$ cat config.mk
export PLATFORM = sky130hd
export DESIGN_NAME = b_24_ctrl_flat
export DESIGN_NICKNAME = d
export VERILOG_FILES = /design/src/rtl/b_24_ctrl_if.sv /design/src/rtl/b_24_ctrl.sv /design/src/flat_wrapper.sv
export SDC_FILE = /design/constraint.sdc
export NUM_CORES = 1
export LEC_CHECK = 0
export ABC_AREA = 1
export CAP_MARGIN = 20
export CELL_PAD_IN_SITES_DETAIL_PLACEMENT = 0
export CELL_PAD_IN_SITES_GLOBAL_PLACEMENT = 1
export CORE_ASPECT_RATIO = 1.5
export CORE_UTILIZATION = 37
export DETAILED_ROUTE_END_ITERATION = 7
export PLACE_DENSITY = 0.72
export RECOVER_POWER = 100
export SYNTH_ARGS = -nofsm -noshare
export SYNTH_HDL_FRONTEND = slang
export SYNTH_SLANG_ARGS = --single-unit
$ cat constraint.sdc
create_clock -name CP -period 1.3 [get_ports CP]
set_input_delay 0.195 -clock CP [delete_from_list [all_inputs] [get_ports CP]]
set_output_delay 0.195 -clock CP [all_outputs]
set_load 0.05 [all_outputs]
$ cat src/rtl/b_24_ctrl_if.sv
// Counter-side bus of the 24-second shot-clock controller: preset/load/enable
// strobes toward the BCD counter and the count fed back from it.
interface b_24_ctrl_if;
    logic [3:0] num1;
    logic [3:0] num0;
    logic       PE;
    logic       CEP;
    logic       CET;
    logic [3:0] D1;
    logic [3:0] D0;

    modport master (
        input  num1, num0,
        output PE, CEP, CET, D1, D0
    );

    modport slave (
        output num1, num0,
        input  PE, CEP, CET, D1, D0
    );
endinterface

$ cat src/rtl/b_24_ctrl.sv
// Shot-clock controller: synchronizes and debounces four push buttons and
// sequences an external BCD down-counter through load/pause/run/expired.
module b_24_ctrl #(
    parameter int DEB_CYCLES = 500000
) (
    input  logic              CP,
    input  logic              CR,
    input  logic              key_start,
    input  logic              key_r24,
    input  logic              key_r14,
    input  logic              key_lt,
    b_24_ctrl_if.master       cnt,
    output logic              LT,
    output logic              LE,
    output logic              running,
    output logic              expired
);
    localparam int CW = $clog2(DEB_CYCLES);
    localparam logic [CW-1:0] DEB_LAST = CW'(DEB_CYCLES - 1);

    localparam logic [2:0] S_IDLE    = 3'd0;
    localparam logic [2:0] S_LOAD    = 3'd1;
    localparam logic [2:0] S_PAUSE   = 3'd2;
    localparam logic [2:0] S_RUN     = 3'd3;
    localparam logic [2:0] S_EXPIRED = 3'd4;

    // Key index: 0 start, 1 r24, 2 r14, 3 lamp test.
    logic [3:0]          keys_s;
    logic [3:0]          sync1_r;
    logic [3:0]          sync2_r;
    logic [3:0]          deb_r;
    logic [3:0]          pulse_r;
    logic [CW-1:0]       cnt_r [4];

    logic [2:0]          state_r;
    logic [2:0]          state_nx_s;
    logic                from_run_r;
    logic                from_run_nx_s;
    logic [3:0]          d1_r;
    logic [3:0]          d0_r;
    logic [3:0]          d1_nx_s;
    logic [3:0]          d0_nx_s;
    logic                pe_r;
    logic                running_r;
    logic                expired_r;

    logic                zero_s;
    logic                lt14_s;
    logic                r24_s;
    logic                r14_s;
    logic                start_s;

    // Count is below 14 only when both digits are valid BCD.
    function automatic logic below14(input logic [3:0] t, input logic [3:0] u);
        return (u <= 4'd9) && ((t == 4'd0) || ((t == 4'd1) && (u < 4'd4)));
    endfunction

    assign keys_s = {key_lt, key_r14, key_r24, key_start};

    // Two-flop synchronizers, debounce counters and single-cycle press pulses.
    always_ff @(posedge CP or negedge CR) begin
        if (!CR) begin
            sync1_r <= 4'd0;
            sync2_r <= 4'd0;
            deb_r   <= 4'd0;
            pulse_r <= 4'd0;
            for (int i = 0; i < 4; i++) cnt_r[i] <= '0;
        end else begin
            sync1_r <= keys_s;
            sync2_r <= sync1_r;
            for (int i = 0; i < 4; i++) begin
                if (sync2_r[i] == deb_r[i]) begin
                    cnt_r[i]   <= '0;
                    pulse_r[i] <= 1'b0;
                end else if (cnt_r[i] == DEB_LAST) begin
                    cnt_r[i]   <= '0;
                    deb_r[i]   <= sync2_r[i];
                    pulse_r[i] <= sync2_r[i];
                end else begin
                    cnt_r[i]   <= cnt_r[i] + CW'(1);
                    pulse_r[i] <= 1'b0;
                end
            end
        end
    end

    assign zero_s  = (cnt.num1 == 4'd0) && (cnt.num0 == 4'd0);
    assign lt14_s  = below14(cnt.num1, cnt.num0);
    assign r24_s   = pulse_r[1];
    assign r14_s   = pulse_r[2] && lt14_s && !pulse_r[1];
    assign start_s = pulse_r[0] && !pulse_r[1] && !pulse_r[2];

    // Next-state, preset value and LOAD return target.
    always_comb begin
        state_nx_s    = state_r;
        from_run_nx_s = from_run_r;
        d1_nx_s       = d1_r;
        d0_nx_s       = d0_r;
        case (state_r)
            S_LOAD: begin
                state_nx_s = from_run_r ? S_RUN : S_PAUSE;
            end
            S_IDLE, S_PAUSE, S_RUN, S_EXPIRED: begin
                if (r24_s) begin
                    state_nx_s    = S_LOAD;
                    from_run_nx_s = (state_r == S_RUN);
                    d1_nx_s       = 4'd2;
                    d0_nx_s       = 4'd4;
                end else if (r14_s) begin
                    state_nx_s    = S_LOAD;
                    from_run_nx_s = (state_r == S_RUN);
                    d1_nx_s       = 4'd1;
                    d0_nx_s       = 4'd4;
                end else if (start_s && (state_r == S_PAUSE)) begin
                    state_nx_s = S_RUN;
                end else if (start_s && (state_r == S_RUN)) begin
                    state_nx_s = S_PAUSE;
                end else if ((state_r == S_RUN) && zero_s) begin
                    state_nx_s = S_EXPIRED;
                end else begin
                    state_nx_s = state_r;
                end
            end
            default: begin
                state_nx_s = S_IDLE;
            end
        endcase
    end

    // State and registered status/strobe outputs.
    always_ff @(posedge CP or negedge CR) begin
        if (!CR) begin
            state_r    <= S_IDLE;
            from_run_r <= 1'b0;
            d1_r       <= 4'd2;
            d0_r       <= 4'd4;
            pe_r       <= 1'b1;
            running_r  <= 1'b0;
            expired_r  <= 1'b0;
        end else begin
            state_r    <= state_nx_s;
            from_run_r <= from_run_nx_s;
            d1_r       <= d1_nx_s;
            d0_r       <= d0_nx_s;
            pe_r       <= (state_nx_s != S_LOAD);
            running_r  <= (state_nx_s == S_RUN);
            expired_r  <= (state_nx_s == S_EXPIRED);
        end
    end

    // Enables follow the live count so the counter never steps past 00.
    assign cnt.CEP = (state_r == S_RUN) && !zero_s;
    assign cnt.CET = (state_r == S_RUN) && !zero_s;
    assign cnt.PE  = pe_r;
    assign cnt.D1  = d1_r;
    assign cnt.D0  = d0_r;
    assign LT      = ~deb_r[3];
    assign LE      = 1'b0;
    assign running = running_r;
    assign expired = expired_r;
endmodule

$ cat src/flat_wrapper.sv
// flat-port wrapper written by rule: the top's interface ports become plain ports
module b_24_ctrl_flat 
#(
    parameter int DEB_CYCLES = 500000
)
  (CP, CR, key_start, key_r24, key_r14, key_lt, LT, LE, running, expired, cnt_num1, cnt_num0, cnt_PE, cnt_CEP, cnt_CET, cnt_D1, cnt_D0);
  b_24_ctrl_if cnt_i ();
  input  logic CP;
  input  logic CR;
  input  logic key_start;
  input  logic key_r24;
  input  logic key_r14;
  input  logic key_lt;
  output logic LT;
  output logic LE;
  output logic running;
  output logic expired;
  input wire logic [$bits(cnt_i.num1)-1:0] cnt_num1;
  input wire logic [$bits(cnt_i.num0)-1:0] cnt_num0;
  output wire logic [$bits(cnt_i.PE)-1:0] cnt_PE;
  output wire logic [$bits(cnt_i.CEP)-1:0] cnt_CEP;
  output wire logic [$bits(cnt_i.CET)-1:0] cnt_CET;
  output wire logic [$bits(cnt_i.D1)-1:0] cnt_D1;
  output wire logic [$bits(cnt_i.D0)-1:0] cnt_D0;
  assign cnt_i.num1 = cnt_num1;
  assign cnt_i.num0 = cnt_num0;
  assign cnt_PE = cnt_i.PE;
  assign cnt_CEP = cnt_i.CEP;
  assign cnt_CET = cnt_i.CET;
  assign cnt_D1 = cnt_i.D1;
  assign cnt_D0 = cnt_i.D0;
  b_24_ctrl #(.DEB_CYCLES(DEB_CYCLES)) u_core (.CP(CP), .CR(CR), .key_start(key_start), .key_r24(key_r24), .key_r14(key_r14), .key_lt(key_lt), .cnt(cnt_i), .LT(LT), .LE(LE), .running(running), .expired(expired));
endmodule
# --- Word level (Yosys, flattened, before mapping) ---
# Cells that the tools add are included.
word_totals:
  register_bits: 106
  out_inout_bits: 15
  wordCells: 97
classes:
  add_sub_neg: 4
  magnitude_cmp: 2
  n_eq_ne: 16
  mux: 27
  bitwise_logic: 5
  reduce_logical: 25
op_table:
  columns: ["cell", "n"]
  rows:
  - ["$mux 19", 8]
  - ["$add 19x1->19 const B", 4]
  - ["$eq 19x19->1 const B", 4]
  - ["$mux 4", 4]
  - ["$mux 3", 5]
  - ["$logic_and 1x1->1", 11]
  - ["$reduce_and 2->1", 5]
  - ["$eq 3x2->1 const B", 3]
  - ["$mux 1", 9]
  - ["$logic_not 4->1", 2]
  - ["$eq 3x3->1 const B", 2]
  - ["$pmux 3 s2", 1]
  - ["$not 1->1", 5]
  - ["$eq 1x1->1", 4]
  - ["$eq 4x1->1 const B", 1]
  - ["$le 4x4->1 const B", 1]
  - ["$lt 4x3->1 const B", 1]
  - ["$reduce_or 4->1", 1]
  - ["$eq 3x1->1 const B", 1]
  - ["$logic_not 1->1", 3]
  - ["$logic_not 3->1", 1]
  - ["$ne 3x1->1 const B", 1]
  - ["$reduce_bool 2->1", 1]
  - ["$logic_or 1x1->1", 1]

# --- Longest topological paths before layout ---
logic_depth:
  depth_word: 10
  depth_mapped: 11
  ltp_nobuf: 11

# --- Worst setup path after synthesis ---
# OpenSTA, ideal clock, no wires.
synth_path:
  kind: "register -> output"
  startpoint: "reg u_core.state_r[1]"
  endpoint: "out cnt_CET"
  arrival_time_ns: 1.774
  required_ns: 1.105
  slack_ns: -0.669
  path_stages_with_launch: 8
  n_path_buf: 1
  cell_sequence: "dfrtp_1 > inv_2 > nor2_1 > inv_1 > nor2_2 > inv_1 > nor2_1 > buf_4"
synth_via:
  elab_chain_len: 2
synth_lines:
  columns: ["item", "line", "rtl"]
  rows:
  - ["from (decl)", "b_24_ctrl.sv:35", "logic [2:0] state_r;"]
  - ["from (signal assigned)", "b_24_ctrl.sv:141", "state_r <= state_nx_s;"]
  - ["$eq 3x2->1", null, null]
  - ["$logic_and 1x1->1", null, null]
  - ["to (decl)", "flat_wrapper.sv:22", "output wire logic [$bits(cnt_i.CET)-1:0] cnt_CET;"]
# No other way between the ends.

# --- Worst setup path after layout ---
layout_path:
  startpoint: "reg u_core.state_r[1]"
  endpoint: "out cnt_CET"
layout_via:
  elab_chain_len: 2
layout_lines:
  columns: ["item", "line", "rtl"]
  rows:
  - ["$eq 3x2->1", "b_24_ctrl.sv:153", "assign cnt.CET = (state_r == S_RUN) && !zero_s;"]
  - ["$logic_and 1x1->1", "b_24_ctrl.sv:153", null]
# No other way between the ends.

==> results.ini <==
[worst_setup_path]
cp_data_arrival_time_ns = 1.37
critPathLaunchType = flop
setup.worst_path.end_class = primary output
cp.required_ns = 1.11
critical_path_class = flop to primary output
r2r_setup_slack_ns = -0.24
crit_fanout = 3

[layout]
fin_util_pct = 60.0
layout.filler_cells = 1170
num_antenna_cells = 0
register_area_mm2 = 0.00250
drive_above_1_share_pct = 47.3
multi_input_area_mm2 = 0.00299
area_growth_pct = 58.9
mostFrequentLayoutCell = buf_4
nNetsFinal = 857
layout.cells.non_filler = 1006
final_cell_mix = 140 x buf_4, 98 x dfrtp_1, 80 x nor2_1

[synth]
synth.top_cell.area_share_pct = 48.2
synth_area_leaders = dfrtp_1 48%, nor2_1 9.2%, nand2_1 7.7%
yosys_warnings = 0
yosysSeqAreaShare_pct = 49.2
yosys.area.top_type = dfrtp_1
avgSynthCellArea_um2 = 8.09
syn_inst = 629
synth_seq_cells = 100
synthesis.area_mm2 = 0.00509
ys_types = 36

[global_route]
antenna_found_initial = 0
grt_overflow = 0
grt_max_degree = 26
grt_pass1_vias = 4859
grt_pass1_wl_mm = 21.5
track_usage_pct = 18.9

[detailed_routing]
drc = 0
wl_per_cell_um = 13.6
via_count = 4844
first_pass_iters = 4
initialDrtViolationCount = 119
routed_via_density = 4.82
drt_wl_total_mm = 13.7
ant_nets = 0

[sta]
hold_ws_ns = 0.349
grt_setup_unrepaired = yes
tns_ns = -10.28
slew_headroom_pct = 59.1
setup-violations-final = 72
max_freq_mhz = 640
skew_ns = 0.0121
min_period_ns = 1.56
fin_ws_ns = -0.263
worst_slew_pin_slew_ns = 0.613
drv_slew = 0
hold_viol = 0
min_period_over_period_pct = 120

[pwr]
powerDensity_mw_per_mm2 = 807
p_leak_nw = 3.83
ir_worst_vdd_mv = 0.524

[job]
drv_cap = 0

[cts]
root_buffer = clkbuf_16
cts_buffer_depth = 2
clk_latency_ns = 0.36
cts_sinks = 100
clk_pin_slew_ns = 0.07
h-tree-depth = 3
cts_tree = done
cts-buffers-inserted = 9

[die]
ios = 29
core_mm2 = 0.0135
start_util_pct = 37.8
die_w_um = 97.7
die_h_um = 146
dieArea_mm2 = 0.0142
fp-row-count = 52

[run_status]
violations = setup timing
status = finished with violations

[placed_design]
place_hpwl_mm = 9.34
port_buffers = 21
place_congestion = 0.868
dp.cells = 940

[hold_path]
min_path_type = flop to flop

## metrics by stage
stage	instance area (um^2)	setup slack [ns]	total power, W
after global routing	8080	-0.351	0.00680
after CTS	7360	-0.245	0.00645
final	8080	-0.263	0.00652
after global placement	6620	-0.310	0.00376
after detailed placement	6620	-0.345	0.00377
after floorplan	5210	-0.125	0.00352
## metal layers
layer	global-route usage, %	share of wire [%]
met2	36.0	57
met1	20.6	38
met4	8.94	3.5
met3	1.83	1.6
met5	0	0
## logic make-up (layout without fill, tap and decap cells)
family / Yosys count / in the layout / share of synthesized area, %
AND/OR/NAND/NOR: 345 / 345 / 31.6
XOR/XNOR: 26 / 26 / 4.48
buffers and inverters: 102 / 312 / 8.12
other: 2 / 7 / 0.148
AO/OA/AOI/OAI: 50 / 50 / 5.41
adder cells (fa/ha/maj): 4 / 4 / 0.984
flip-flops: 100 / 100 / 49.2
## critical path, stage by stage (launching register included)
cell and delay [ns]:
dfrtp_1 0.37, inv_2 0.06, nor2_4 0.11, inv_2 0.06, nor2_4 0.09, inv_2 0.05, nor2_4 0.12, buf_8 0.16
## final timing paths
check,end,start,cells past startpoint
worst max-delay path,cnt_CET,u_core.state_r[1],7
worst min-delay path,u_core.sync2_r[2],u_core.sync1_r[2],0
worst max register to register,u_core.cnt_r[53],u_core.cnt_r[39],10
worst min register to register,u_core.sync2_r[2],u_core.sync1_r[2],0
max in group asynchronous,u_core.cnt_r[4],CR,3
min in group asynchronous,u_core.cnt_r[34],CR,2
## power breakdown
part / switching [W] / internal, W / total [W]
Combinational: 0.000405 / 0.000338 / 0.000743
Clock: 0.00124 / 0.00132 / 0.00257
Sequential: 0.0000489 / 0.00316 / 0.00321
## layout make-up
type	count	share of cell area, %
multi-input combinational	432	36.9
sequential	100	31.0
timing repair buffer	202	21.4
inverter	94	4.71
clock buffer	10	2.83
tap	162	2.51
clock inverter	6	0.604
## repair_timing
action / CTS / global route
gates resized for setup: 85 / 153
hold buffers: 1 / 0
setup buffers: 21 / 36
pin swaps: 35 / 62
hold endpoints to repair: 18 / 0
endpoints found under the setup margin: 69 / 88
## Yosys cell counts
library cell	number
conb_1	2
a311oi_1	1
o21bai_1	1
nor2_2	11
ha_1	4
nor2_4	5
nor3_1	27
nand3_2	2
nand2_1	105
o21ai_1	1
nand2_4	1
a21oi_2	1
nor3_4	3
a221oi_1	1
o21a_1	1
dfrtp_1	98
o21ai_0	20
nand3_1	37
buf_4	8
xor2_1	20
nand4_2	1
nor3_2	2
xnor2_1	6
nor3b_1	4
nand4_1	14
nand3b_1	1
nor4_1	1
dfstp_2	2
nor2_1	124
nand2_2	6
a211oi_1	3
inv_2	8
inv_1	86
a31oi_1	1
a21oi_1	20
nand4_4	1
## state kept, by name, summed over array words and instances, names as in the netlist
signal,count
u_core.state_r,3
u_core.cnt.D1,2
u_core.sync2_r,4
u_core.pulse_r,3
u_core.running,1
u_core.deb_r,4
u_core.from_run_r,1
u_core.sync1_r,4
u_core.expired,1
u_core.cnt.PE,1
u_core.cnt_r,76
Note: power is estimated with default switching activity, not from simulation.
